**config.mk**
```make
export PLATFORM = sky130hd
export DESIGN_NAME = trace_beat_packer
export DESIGN_NICKNAME = d
export VERILOG_FILES = /design/src/rtl/trace_beat_packer.sv
export SDC_FILE = /design/constraint.sdc
export NUM_CORES = 2
export LEC_CHECK = 0
export BUFFER_PORTS_ARGS = -buffer_cell sky130_fd_sc_hd__buf_4
export CORE_ASPECT_RATIO = 0.8
export CORE_MARGIN = 5
export CORE_UTILIZATION = 40
export CTS_BUF_LIST = sky130_fd_sc_hd__clkbuf_4
export CTS_CLUSTER_SIZE = 10
export DETAILED_ROUTE_END_ITERATION = 12
export HOLD_SLACK_MARGIN = 0.1
export PLACE_DENSITY = 0.67
export SKIP_CTS_REPAIR_TIMING = 1
export SLEW_MARGIN = 20
export SYNTH_ARGS = -nofsm -noshare
export SYNTH_HDL_FRONTEND = slang
export SYNTH_SLANG_ARGS = --single-unit
```
**constraint.sdc**
```tcl
create_clock -name aclk -period 31.1 [get_ports aclk]
set_input_delay 1.555 -clock aclk [delete_from_list [all_inputs] [get_ports aclk]]
set_output_delay 1.555 -clock aclk [all_outputs]
set_load 0.05 [all_outputs]
```
**src/rtl/trace_beat_packer.sv**
```systemverilog
// Packs IN_W-bit trace records into OUT_W-bit AXI-Stream beats, flushing partial
// beats on burst end, idle timeout or software request.
module trace_beat_packer #(
    parameter int IN_W    = 64,
    parameter int OUT_W   = 512,
    parameter int TIMEOUT = 256
) (
    input  logic               aclk,
    input  logic               areset,
    input  logic               s_trace_tvalid,
    output logic               s_trace_tready,
    input  logic [IN_W-1:0]    s_trace_tdata,
    input  logic               s_trace_tlast,
    input  logic               flush_req,
    output logic               m_axis_trace_tvalid,
    input  logic               m_axis_trace_tready,
    output logic [OUT_W-1:0]   m_axis_trace_tdata,
    output logic [OUT_W/8-1:0] m_axis_trace_tkeep,
    output logic               m_axis_trace_tlast,
    output logic [31:0]        stat_beats
);

    localparam int LANES = OUT_W / IN_W;
    localparam int LB    = IN_W / 8;
    localparam int CW    = $clog2(LANES + 1);
    localparam int IW    = $clog2(TIMEOUT);
    localparam logic [IW-1:0] IDLE_MAX  = IW'(TIMEOUT - 1);
    localparam logic [CW-1:0] LANES_CNT = CW'(LANES);

    logic [IN_W-1:0]    lane_q [LANES];
    logic [CW-1:0]      cnt;
    logic [CW-1:0]      cnt_after;
    logic [IW-1:0]      idle;
    logic [IW-1:0]      idle_next;
    logic               flush_pending;
    logic               flush_last;
    logic               accept;
    logic               transfer;
    logic               any_trig;
    logic               last_trig;
    logic [OUT_W-1:0]   beat_data;
    logic [OUT_W/8-1:0] beat_keep;

    assign s_trace_tready = !areset && !flush_pending && (cnt < LANES_CNT);
    assign accept         = s_trace_tvalid && s_trace_tready;
    assign transfer       = flush_pending && (!m_axis_trace_tvalid || m_axis_trace_tready);
    assign cnt_after      = cnt + CW'(accept);

    always_comb begin
        idle_next = idle;
        if (accept || transfer)
            idle_next = '0;
        else if (cnt != '0 && !flush_pending && idle != IDLE_MAX)
            idle_next = idle + IW'(1);
    end

    // A full beat alone yields tlast=0; any other trigger, even coincident, forces tlast=1.
    always_comb begin
        last_trig = 1'b0;
        any_trig  = 1'b0;
        if (cnt_after != '0) begin
            last_trig = (accept && s_trace_tlast)
                     || (!flush_pending && idle_next == IDLE_MAX)
                     || flush_req;
            any_trig  = last_trig || (accept && cnt_after == LANES_CNT);
        end
    end

    always_comb begin
        beat_data = '0;
        beat_keep = '0;
        for (int unsigned i = 0; i < LANES; i++) begin
            if (CW'(i) < cnt) begin
                beat_data[i*IN_W +: IN_W] = lane_q[i];
                beat_keep[i*LB +: LB]     = '1;
            end
        end
    end

    always_ff @(posedge aclk or posedge areset) begin
        if (areset) begin
            for (int unsigned i = 0; i < LANES; i++)
                lane_q[i] <= '0;
            cnt                 <= '0;
            idle                <= '0;
            flush_pending       <= 1'b0;
            flush_last          <= 1'b0;
            m_axis_trace_tvalid <= 1'b0;
            m_axis_trace_tdata  <= '0;
            m_axis_trace_tkeep  <= '0;
            m_axis_trace_tlast  <= 1'b0;
            stat_beats          <= '0;
        end else begin
            idle <= idle_next;
            if (transfer) begin
                cnt           <= '0;
                flush_pending <= 1'b0;
                flush_last    <= 1'b0;
            end else begin
                if (accept) begin
                    for (int unsigned i = 0; i < LANES; i++)
                        if (CW'(i) == cnt)
                            lane_q[i] <= s_trace_tdata;
                    cnt <= cnt_after;
                end
                if (any_trig)
                    flush_pending <= 1'b1;
                if (last_trig)
                    flush_last <= 1'b1;
            end

            if (transfer) begin
                m_axis_trace_tvalid <= 1'b1;
                m_axis_trace_tdata  <= beat_data;
                m_axis_trace_tkeep  <= beat_keep;
                m_axis_trace_tlast  <= flush_last;
            end else if (m_axis_trace_tready) begin
                m_axis_trace_tvalid <= 1'b0;
            end

            if (m_axis_trace_tvalid && m_axis_trace_tready)
                stat_beats <= stat_beats + 32'd1;
        end
    end

endmodule

```
==> reports/metrics.csv <==
metric,value,unit
status,completed,
most frequent cells in the layout,"dfrtp_1 (1,079), buf_4 (719), mux2_2 (501)",
starting utilization of the core area,40.1,%
clk slew on worst S/H paths,70,ps
CTS H-tree depth,5,
Residual DRC,0,
Clock Sinks,1080,
CP endpoint kind,output port,
P&R area growth vs syn,23.7,%
critical path's slowest cell,dfrtp_4,
fin util,49.7,%
die span in x,364,um
Reg-to-Reg Start,flush_pending,
initial DRC count,1811,
max-slew violation count,0,
first drt pass iteration count,5,
WL final,117,mm
GR Overflow Total,0,
Post-Syn Area,40200,um^2
GP Congestion,0.762,
"slowest stage delay, CP",820,ps
Power per Cell Area,71.0,nW/um^2
synthesized area per cell,14.3,um^2
CTS Root Cell,clkbuf_4,
worst-skew pair later-pin latency,1170,ps
Leak,26.5,nW
Slew headroom,24.1,%
R2R Path End,m_axis_trace_tdata[291],
vias in the first global route,27600,
"commonest non-fill, non-tap cell in the layout",dfrtp_1,
CTS tree,built,
Fin Clk Skew,76.9,ps
CP dominant cell by count,buf_4,
Synth Register Bits,1080,
Max-Cap Viols,0,
Slew @ Worst Pin,1140,ps
initial antenna violation count,7,
Syn Inst Count,2813,
Multi-input gate area,12100,um^2
final worst path period share,14.4,%
Tmin final,4490,ps
final setup vio count,0,
Syn. warnings,0,
DIE AREA,107000,um^2
Critical Path RT,29550,ps
PortBufs,680,
R2R depth,5,
min-delay src,lane_q[322],
"Data arrival, critical path",2940,ps
"Distinct cells, synth",49,
post-detail-place hpwl,74.2,mm
register area share after synthesis,67.2,%
RSZ-0062 raised after global routing,no,
largest net degree at the start of global routing,187,
maximum fanout along the worst path,40,
final hold violations,0,
CORE AREA,100000,um^2
crit path cell chain,buf_4 -> nor3_1 -> buf_4,
first-pass GRT wire length,177,mm
vias per cell,5.24,
total CTS buffers,291,
Hold Crit Depth,1,
clk buf depth,4,
Syn Nets,2887,
Fin Setup TNS,0,ps
Final ANT Viol Nets,0,
Avg WL per Cell,23.1,um
num rows,104,
Hold/Removal Path Class,reg2reg,
DIE HEIGHT,294,um
peak supply drop,0.0525,mV
Max Fclk,0.223,GHz
routed vias,26600,
"reg-to-reg slack, setup",26860,ps
Hold Path End,m_axis_trace_tdata[130],
Global Route Usage Sum,21.8,%
fraction of layout cells with a size suffix above 1,44.5,%
storage element area,27000,um^2
num ports,681,
# fillers,8893,
CP startpoint kind,flop,
Post-layout nets,3663,
worst setup path class,reg2out,
[worst max-delay path by stage]
stage | startpoint | to | slack (ps) | cells past startpoint
6_report | cnt[3] | s_trace_tready | 26610 | 3
5_1_grt | areset | m_axis_trace_tdata[494] | 26080 | 6
2_1_floorplan | areset | cnt[0] | 14650 | 1
4_1_cts | cnt[3] | s_trace_tready | 26460 | 3
3_5_place_dp | areset | lane_q[241] | 25330 | 6
3_3_place_gp | areset | lane_q[241] | 25370 | 6
[through the flow]
| step | setup slack, ps | cell area, um^2 | power, mW | hold slack (ps) | instances |
|---|---|---|---|---|---|
| 6_report | 26610 | 49800 | 3.53 | 438 | 5085 |
| 5_1_grt | 26080 | 49700 | 3.71 | 415 | 5084 |
| 4_1_cts | 26460 | 49700 | 3.58 | 356 | 5073 |
| 3_5_place_dp | 25330 | 46400 | 2.38 | 457 | 4619 |
| 3_3_place_gp | 25370 | 46300 | 2.37 | 450 | 4618 |
| 2_1_floorplan | 14650 | 40200 | 2.16 | 433 | 2813 |
[worst max-delay path, delay by kind of cell (launching register included)]
| family | cells | cell delay (ps) |
|---|---|---|
| flip-flops | 1 | 820 |
| AND/OR/NAND/NOR | 1 | 150 |
| buffers and inverters | 2 | 770 |
[cell type report]
class                   instances  area share (%)
clock inverters                46           0.513
diodes                         10          0.0503
clock buffers                 408            6.16
flip-flops and latches       1080            54.3
well taps                    1325            3.33
multi-input cells            1483            24.4
inverters                       7          0.0604
repair buffers                726            11.2
[synthesized netlist by cell type, drive strengths merged]
master	n	share of area, %
xnor2	25	0.54
nand4	11	0.17
o21a	1	0.019
a2111oi	1	0.022
or2	3	0.047
a22o	386	8.4
a221oi	1	0.022
or3b	1	0.022
nand3b	1	0.019
mux2i	1	0.025
and4	4	0.087
a311oi	1	0.022
a211oi	1	0.019
o211ai	2	0.037
ha	4	0.12
a21boi	1	0.019
nor3	9	0.12
nor4b	1	0.022
a31oi	2	0.031
and3	9	0.14
a21o	8	0.15
nand3	140	1.7
or3	2	0.031
a31o	1	0.022
dfrtp	1080	67
o21ai	9	0.11
or4	2	0.037
and2	4	0.062
mux2	513	14
o41ai	1	0.022
nor2	25	0.23
nand4b	1	0.022
xor2	9	0.20
nand2	286	2.7
a21oi	9	0.11
buf	97	1.5
clkbuf	146	1.4
inv	7	0.065
o41a	1	0.028
nand2b	5	0.078
nor4	1	0.053
a211o	1	0.022
[registers in the layout (all words and copies together) (netlist names)]
register             count
idle                     8
lane_q                 512
flush_pending            1
cnt                      4
m_axis_trace_tdata     512
m_axis_trace_tlast       1
stat_beats              32
flush_last               1
m_axis_trace_tvalid      1
m_axis_trace_tkeep       8
[logic make-up after synthesis]
logic type | Yosys count | share of synthesized area [%]
flops | 1080 | 67.2
mux | 514 | 14.4
simple gates | 505 | 5.56
compound gates | 426 | 9.06
buf+inv | 250 | 2.91
xor+xnor | 34 | 0.741
fa+ha+maj | 4 | 0.124
[power breakdown]
part / switching (mW) / leakage (nW) / internal (mW) / total, mW
logic: 0.462 / 9.64 / 0.218 / 0.680
clock network: 0.560 / 2.01 / 0.621 / 1.18
registers: 0.101 / 14.8 / 1.57 / 1.67
total: 1.12 / 26.5 / 2.41 / 3.53
[metal layers]
metal / vias up / GRT usage [%] / share of wire [%]
met5: - / 0 / 0.0077
met4: 2 / 7.78 / 2.8
met3: 184 / 7.88 / 8.4
met2: 894 / 32.3 / 45
met1: 13800 / 29.8 / 44
li1: 11700 / - / -
Note: power is estimated with default switching activity, not from simulation.
